### src/rtl/req_merge_pkg.sv
// req_merge_pkg
//   Shared constants and types for the 16:1 cache-line request merger.
//   N_REQ : number of requesters (fixed at 16)
//   GRP   : requesters per first-level arbiter; N_REQ/GRP groups at level 2
//   ID_W  : width of the granted requester ID
//   ptr_t : 2-bit last-grant pointer / index within a 4-wide arbiter
package req_merge_pkg;

   localparam int unsigned N_REQ = 16;
   localparam int unsigned GRP   = 4;
   localparam int unsigned N_GRP = N_REQ / GRP;
   localparam int unsigned ID_W  = 4;

   typedef logic [1:0] ptr_t;

endpackage

### src/rtl/req_merge_rr_arb4.sv
// rr_arb4
//   Combinational 4:1 round-robin arbiter. Scans ptr_i+1 .. ptr_i+4 (mod 4)
//   and picks the first valid input.
//   valid_i : per-input request valid
//   ptr_i   : index of the last granted input
//   gnt_o   : one-hot grant (zero when nothing is valid)
//   idx_o   : index of the granted input (0 when nothing is valid)
//   any_o   : at least one input is valid
module rr_arb4
   import req_merge_pkg::*;
(
   input  logic [3:0] valid_i,
   input  ptr_t       ptr_i,
   output logic [3:0] gnt_o,
   output ptr_t       idx_o,
   output logic       any_o
);

   logic found;
   ptr_t pos;

   always_comb begin
      gnt_o = '0;
      idx_o = '0;
      found = 1'b0;
      pos   = '0;
      // 2-bit addition wraps naturally, so k=4 lands back on ptr_i itself
      for (int unsigned k = 1; k <= 4; k++) begin
         pos = ptr_i + ptr_t'(k);
         if (!found && valid_i[pos]) begin
            found      = 1'b1;
            gnt_o[pos] = 1'b1;
            idx_o      = pos;
         end
      end
   end

   assign any_o = |valid_i;

endmodule

### src/rtl/req_merge.sv
// req_merge
//   16:1 request merger: four 4:1 round-robin arbiters feed a fifth 4:1
//   round-robin arbiter; the winner ID goes into a one-entry valid/ready
//   output register.
//   clk        : clock, all state updates on posedge
//   reset      : synchronous active-high reset
//   i_clreq_v  : per-requester request valid
//   i_clreq_r  : per-requester grant, one-hot or zero
//   o_v        : output entry valid (registered)
//   o_r        : downstream ready
//   o_clid_req : ID of the granted requester (registered)
module req_merge
   import req_merge_pkg::*;
(
   input  logic             clk,
   input  logic             reset,
   input  logic [N_REQ-1:0] i_clreq_v,
   output logic [N_REQ-1:0] i_clreq_r,
   output logic             o_v,
   input  logic             o_r,
   output logic [ID_W-1:0]  o_clid_req
);

   ptr_t            l1_q [N_GRP];
   ptr_t            l1_d [N_GRP];
   ptr_t            l2_q, l2_d;
   logic            o_v_q, o_v_d;
   logic [ID_W-1:0] clid_q, clid_d;

   logic [3:0]      grp_any;
   ptr_t            grp_idx [N_GRP];
   logic [3:0]      grp_gnt [N_GRP];
   logic [3:0]      l2_gnt;
   ptr_t            win_grp;
   logic            any_req;
   logic [ID_W-1:0] win_id;
   logic            accept;
   logic            hs;

   for (genvar g = 0; g < N_GRP; g++) begin : g_l1
      rr_arb4 u_l1 (
         .valid_i (i_clreq_v[GRP*g +: GRP]),
         .ptr_i   (l1_q[g]),
         .gnt_o   (grp_gnt[g]),
         .idx_o   (grp_idx[g]),
         .any_o   (grp_any[g])
      );
   end

   rr_arb4 u_l2 (
      .valid_i (grp_any),
      .ptr_i   (l2_q),
      .gnt_o   (l2_gnt),
      .idx_o   (win_grp),
      .any_o   (any_req)
   );

   assign win_id = {win_grp, grp_idx[win_grp]};
   assign accept = ~o_v_q | o_r;

   // The tree winner is valid by construction, so any_req alone qualifies it
   always_comb begin
      i_clreq_r = '0;
      if (!reset && accept && any_req) begin
         i_clreq_r[win_id] = 1'b1;
      end
   end

   assign hs = |(i_clreq_v & i_clreq_r);

   always_comb begin
      o_v_d  = o_v_q;
      clid_d = clid_q;
      l2_d   = l2_q;
      for (int unsigned g = 0; g < N_GRP; g++) begin
         l1_d[g] = l1_q[g];
      end
      if (accept) begin
         o_v_d = hs;
      end
      if (hs) begin
         clid_d           = win_id;
         l2_d             = win_grp;
         l1_d[win_grp]    = grp_idx[win_grp];
      end
   end

   always_ff @(posedge clk) begin
      if (reset) begin
         o_v_q  <= 1'b0;
         clid_q <= '0;
         l2_q   <= 2'd3;
         for (int unsigned g = 0; g < N_GRP; g++) begin
            l1_q[g] <= 2'd3;
         end
      end else begin
         o_v_q  <= o_v_d;
         clid_q <= clid_d;
         l2_q   <= l2_d;
         for (int unsigned g = 0; g < N_GRP; g++) begin
            l1_q[g] <= l1_d[g];
         end
      end
   end

   assign o_v        = o_v_q;
   assign o_clid_req = clid_q;

endmodule

### config.mk
export PLATFORM = sky130hd
export DESIGN_NAME = req_merge
export DESIGN_NICKNAME = d
export VERILOG_FILES = /design/src/rtl/req_merge_pkg.sv /design/src/rtl/req_merge_rr_arb4.sv /design/src/rtl/req_merge.sv
export SDC_FILE = /design/constraint.sdc
export NUM_CORES = 1
export LEC_CHECK = 0
export BUFFER_PORTS_ARGS = -buffer_cell sky130_fd_sc_hd__buf_4
export CELL_PAD_IN_SITES_DETAIL_PLACEMENT = 0
export CELL_PAD_IN_SITES_GLOBAL_PLACEMENT = 1
export CORE_MARGIN = 5
export CORE_UTILIZATION = 32
export CTS_BUF_LIST = sky130_fd_sc_hd__clkbuf_8
export DETAILED_ROUTE_END_ITERATION = 16
export GPL_TIMING_DRIVEN = 0
export PLACE_DENSITY_LB_ADDON = 0.15
export SETUP_SLACK_MARGIN = 0.3
export SYNTH_ARGS = -nofsm -noshare
export SYNTH_HDL_FRONTEND = slang
export SYNTH_SLANG_ARGS = --single-unit
### constraint.sdc
create_clock -name clk -period 2.73 [get_ports clk]
set_input_delay 0.546 -clock clk [delete_from_list [all_inputs] [get_ports clk]]
set_output_delay 0.546 -clock clk [all_outputs]
set_load 0.05 [all_outputs]
==> results.py, run 1 <==
metrics = {
    "clocking": {
        "clk_latency_ns": 0.25,
        "clock_path_buffers": 2,
        "cts_hold_buf": 0,
        "clk_pin_slew_worst_paths_ns": 0.07,
        "h-tree-depth": 1,
        "clkSinkCount": 15,
        "cts_tree": "done",
        "cts-buffers-inserted": 3,
        "cts-root-buf": "clkbuf_8",
    },
    "timing": {
        "fin_hold_ws_ns": 0.456,
        "fin_crit_sh_pct": 115,
        "rsz0062_at_grt": "true",
        "worst_slack_ns": -0.406,
        "slew-limit-headroom_pct": 44.6,
        "fin_skew_ns": 0.00385,
        "hold_viol": 0,
        "worst_pin_slew_ns": 0.820,
        "finalCriticalPeriod_ns": 3.14,
        "clock.fmax_ghz": 0.319,
        "setup_viol": 16,
        "report.final.slew_viol_count": 0,
    },
    "synthesis": {
        "ys_ff_latch": 15,
        "syn_area_sq_um": 1150,
        "yosysWarnings": 0,
        "ys_types": 39,
        "syn_nets": 174,
        "synth_edf_count": 0,
        "ys.flop_type": "dfxtp_1",
        "syn_inst": 155,
        "ys_seq_area_share_pct": 26.0,
        "async_reset_ff_share_pct": 0,
        "syn_area_per_cell_sq_um": 7.45,
    },
    "pwr": {
        "power_uw": 923,
        "p_per_area_nw_per_um2": 458,
        "vdd.ir_drop.worst_mv": 0.256,
        "cellLeakagePower_nw": 0.813,
    },
    "final_layout": {
        "final_util_pct": 59.0,
        "nFillCells": 306,
        "antennaDiodeCount": 0,
        "final_nets": 238,
        "drive_above_1_share_pct": 50.0,
        "syn2layout_area_growth_pct": 74.6,
    },
    "grt": {
        "grt_pass1_wl_mm": 6.92,
        "grt_max_degree": 11,
        "antenna_found_initial": 0,
        "grt_pass1_vias": 1435,
        "grt.total_usage_pct": 16.9,
        "grt_overflow_total": 0,
    },
    "placement": {
        "gp_congestion": 0.804,
        "io_buffers": 39,
        "hpwl_mm": 2.75,
        "place_ws_ns": -0.786,
    },
    "critical_path": {
        "arrival_ns": 2.59,
        "crit-reg2reg-launch": "l2_q[1]$_SDFFE_PP1P_",
        "start_kind": "input pin",
        "critPathCaptureType": "output pin",
        "path_max_fanout": 5,
        "cp.required_ns": 2.18,
        "worst-setup-path-type": "in2out",
        "crit_start": "i_clreq_v[6]",
        "rrSetupSlack_ns": 0.48,
    },
    "floorplanning": {
        "die_h_microns": 70.1,
        "rows": 21,
        "start_util_pct": 33.8,
        "core_sq_um": 3420,
        "dieArea_sq_um": 4910,
        "io_pins": 40,
        "die_w_microns": 70.1,
    },
    "worst_hold_path": {
        "hold_class": "reg2reg",
        "hold_path.startpoint": "o_clid_req[3]$_SDFFE_PP0P_",
    },
    "run": {
        "cap_violations": 0,
    },
    "status": {
        "status": "finished with violations",
        "failed_checks": "setup timing",
    },
    "routing": {
        "drt_iter0_drc": 60,
        "via_count": 1414,
        "vias_per_cell": 5.36,
        "drt-pass1-iter-count": 4,
        "route.detailed.drc": 0,
        "detail-route-antenna-nets": 0,
        "routedWlPerCell_microns": 15.4,
        "totalWireLength_mm": 4.06,
    },
}
worst max-delay path, cell delays in order:
cell and delay (ns):
buf_6 0.09, or4_4 0.58, nor2_4 0.16, o31ai_4 0.14
mux2_4 0.33, mux2_4 0.35, nor3_4 0.20, buf_6 0.18
routing by layer:
layer  vias to the layer above  part of all wire (%)  global-route usage [%]
li1                        700                     -                       -
met1                       664                    43                    21.2
met2                        39                    51                    29.1
met3                        11                   4.2                    3.73
met4                         0                   1.6                    4.04
met5                         -                     0                       0
cell usage in the layout (no fill, tap or decap), types with 3 or more instances in the layout:
cell type and instances:
buf_8 6, o22ai_1 4, mux2_4 3, clkbuf_8 3
inv_1 7, o221ai_1 4, o21ai_0 13, nor2_4 11
nor2_2 7, a211oi_1 3, nand2b_1 9, or3_4 3
nand3_1 11, buf_4 41, dfxtp_1 15, nor2_1 10
buf_6 12, nand2_1 6, a21oi_1 8, nor2b_1 6
report_power, final:
part           leakage (nW)  internal, mW  switching (mW)
Combinational         0.663         0.204           0.277
Clock                0.0269        0.0998          0.0856
Sequential            0.124         0.239          0.0173
Total                 0.813         0.544           0.379
Yosys cell counts (2+ instances only):
| cell type | instances | area share (%) |
|---|---|---|
| a211oi_1 | 3 | 2.0 |
| nand2b_1 | 10 | 5.4 |
| o221ai_1 | 4 | 3.0 |
| or3_1 | 3 | 1.6 |
| nor2_1 | 25 | 8.1 |
| o21ai_0 | 13 | 5.6 |
| mux2_4 | 2 | 2.6 |
| nand2_1 | 7 | 2.3 |
| or4_4 | 2 | 2.0 |
| nor3_1 | 2 | 0.87 |
| nor2_2 | 2 | 1.1 |
| inv_1 | 6 | 2.0 |
| o22ai_1 | 4 | 2.2 |
| and2_1 | 2 | 1.1 |
| mux2i_1 | 3 | 2.6 |
| nand3_1 | 13 | 5.6 |
| nor2b_1 | 6 | 3.3 |
| clkbuf_1 | 3 | 0.98 |
| o311ai_0 | 2 | 1.5 |
| dfxtp_1 | 15 | 26 |
| a21oi_1 | 10 | 4.3 |
cell type report:
type                       instances  area, sq um  share of cell area (%)
clock buffer                       3         41.3                    2.05
buffer                             4         23.8                    1.18
clock inverter                     1         3.75                   0.186
tap                               46         57.6                    2.85
sequential                        15          300                    14.9
multi-input combinational        131         1050                    51.9
inverter                           6         22.5                    1.12
timing repair buffer              58          522                    25.9
repair_timing:
item,4_1_cts,5_1_grt
setup buffers,16,3
cloned,1,0
setup endpoints to repair,19,18
gates resized for setup,43,14
hold endpoints to repair,0,0
pin swaps,17,9
registers in the layout, summed over array words and instances, names as in the netlist:
register    count
l2_q            2
l1_q            8
o_v             1
o_clid_req      4
kinds of logic (layout without fill, tap and decap cells):
family,Yosys count,in the layout,synth area share [%]
simple gates,78,78,37.2
compound gates,46,46,27.1
flops,15,15,26.0
buf+inv,10,72,3.36
mux,6,7,6.39
worst paths after layout:
check	to	cells after the start
setup / recovery	i_clreq_r[13]	8
hold / removal	o_clid_req[3]$_SDFFE_PP0P_	2
setup reg to reg	o_clid_req[0]$_SDFFE_PP0P_	8
hold reg to reg	o_clid_req[3]$_SDFFE_PP0P_	2
stage by stage:
step	area, sq um	std cells	setup TNS (ns)
finish	2020	264	-5.36
global route	2020	264	-6.36
CTS	1930	261	-4.72
detailed placement	1570	240	-10.85
global placement	1570	240	-10.20
floorplan	1220	155	-4.49
Note: power is estimated with default switching activity, not from simulation.
==> run 2, diff against run 1 <==
Settings changed: CORE_UTILIZATION 32 to 39.
Clock period 2.73 ns to 3.7 ns, I/O delays scaled along.
==> results.py, run 2 (synthesis gave the netlist of run 1 again) <==
metrics = {
    "critical_path": {
        "cp_top_family": "simple AND/OR/NAND/NOR gates",
        "crit_buf_inv": 3,
        "crit_chain": "buf_6, or4_4, nor2_4, o31ai_4, mux2_4, mux2_4, buf_12, nor2_4, buf_8",
        "start_kind": "input pin",
        "cp.required_ns": 2.96,
        "path_max_fanout": 5,
        "critPathCaptureType": "output pin",
        "max_stage_delay_ns": 0.58,
        "arrival_ns": 2.74,
        "slowest_stage": "or4_4",
        "worst-setup-path-type": "in2out",
    },
    "timing": {
        "fin_crit_sh_pct": 94.1,
        "clock.fmax_ghz": 0.287,
        "slew-limit-headroom_pct": 39.9,
        "finalCriticalPeriod_ns": 3.48,
        "fin_hold_ws_ns": 0.477,
        "worst_pin_slew_ns": 0.890,
        "rsz0062_at_grt": "true",
        "setup_viol": 0,
        "fin_skew_ns": 0.00452,
        "hold_viol": 0,
        "tns_ns": 0,
        "report.final.slew_viol_count": 0,
    },
    "final_layout": {
        "drive_above_1_share_pct": 48.1,
        "layout_common_cells": "buf_4 (30), buf_6 (17), dfxtp_1 (15)",
        "antennaDiodeCount": 0,
        "final_nets": 234,
        "syn2layout_area_growth_pct": 71.6,
        "regMostFlops": "l1_q",
        "final_cells": 245,
        "final_common_cell": "buf_4",
        "nFillCells": 218,
        "final_util_pct": 70.7,
        "largest_reg_flops": 8,
    },
    "grt": {
        "grt_pass1_vias": 1362,
        "antenna_found_initial": 0,
        "grt_max_degree": 11,
        "grt.total_usage_pct": 18.9,
        "grt_overflow_total": 0,
        "top_usage_layer": "met2",
        "grt_pass1_wl_mm": 6.36,
        "grt_use_met3_pct": 3.45,
        "grt_util_met1_pct": 24.2,
        "gr-usage-met2_pct": 32.5,
    },
    "status": {
        "status": "finished, final reports clean",
    },
    "placement": {
        "gp_congestion": 0.768,
        "dp_cells": 225,
        "io_buffers": 39,
        "hpwl_mm": 2.64,
    },
    "floorplanning": {
        "rows": 19,
        "die_w_microns": 64.4,
        "core_sq_um": 2810,
        "start_util_pct": 41.2,
        "io_pins": 40,
        "dieArea_sq_um": 4150,
        "die_h_microns": 64.4,
    },
    "clocking": {
        "clkSinkCount": 15,
        "clk_latency_ns": 0.26,
        "clk_pin_slew_worst_paths_ns": 0.07,
        "h-tree-depth": 1,
        "clock_path_buffers": 2,
        "cts-root-buf": "clkbuf_8",
        "cts_tree": "done",
        "cts-buffers-inserted": 3,
    },
    "pwr": {
        "cellLeakagePower_nw": 0.791,
        "vdd.ir_drop.worst_mv": 0.175,
        "p_per_area_nw_per_um2": 350,
    },
    "routing": {
        "totalWireLength_mm": 3.97,
        "vias_per_cell": 5.77,
        "routedWlPerCell_microns": 16.2,
        "route.detailed.drc": 0,
        "drt_iter0_drc": 71,
        "detail-route-antenna-nets": 0,
        "drt-pass1-iter-count": 4,
        "via_count": 1413,
    },
    "run": {
        "cap_violations": 0,
    },
    "worst_hold_path": {
        "hold_class": "reg2reg",
    },
}
-- run 2: final cells by class --
cell class | instances | area, sq um | area share (%)
well taps | 31 | 38.8 | 1.96
clock buffers | 3 | 41.3 | 2.08
clock inverters | 1 | 5.00 | 0.253
flip-flops and latches | 15 | 300 | 15.2
multi-input cells | 131 | 1020 | 51.5
inverters | 6 | 22.5 | 1.14
plain buffers | 4 | 22.5 | 1.14
repair buffers | 54 | 532 | 26.8
-- run 2: metrics by stage --
stage	setup slack [ns]	cell area [sq um]	power [mW]
after floorplan	0.210	1220	0.368
after global placement	-0.0847	1550	0.440
after detailed placement	-0.108	1550	0.444
after CTS	0.270	1840	0.643
after global routing	0.151	1980	0.725
final	0.218	1980	0.693
-- run 2: what timing repair did --
item | in CTS | in global routing
cloned | 1 | 0
hold buffers | 0 | 0
setup endpoints to repair | 16 | 16
gates resized for setup | 30 | 26
pin swaps | 11 | 7
setup buffers | 11 | 4
-- run 2: worst paths after layout --
kind | start | to | slack (ns) | cells past startpoint
max | i_clreq_v[6] | i_clreq_r[1] | 0.22 | 9
min | o_clid_req[3]$_SDFFE_PP0P_ | o_clid_req[3]$_SDFFE_PP0P_ | 0.48 | 2
max reg2reg | l2_q[1]$_SDFFE_PP1P_ | o_clid_req[0]$_SDFFE_PP0P_ | 1.61 | 7
min reg2reg | o_clid_req[3]$_SDFFE_PP0P_ | o_clid_req[3]$_SDFFE_PP0P_ | 0.48 | 2
-- run 2: metal layers --
layer | up-vias | wire length (microns)
li1 | 692 | -
met1 | 685 | 1740
met2 | 29 | 2020
met3 | 7 | 154
met4 | 0 | 52
met5 | - | 0
-- run 2: report_power, final --
part | switching, mW | internal, mW | total (mW)
logic | 0.203 | 0.160 | 0.363
registers | 0.0122 | 0.176 | 0.189
clock network | 0.0660 | 0.0749 | 0.141
total | 0.282 | 0.411 | 0.693
-- run 2: worst register-to-register path, cell delays in order (launching register included) --
cell and delay [ns]:
dfxtp_1 0.48, nand2b_1 0.16, o21ai_2 0.07, o31ai_4 0.35, mux2_4 0.37, mux2_4 0.34, buf_4 0.15, a21oi_1 0.10
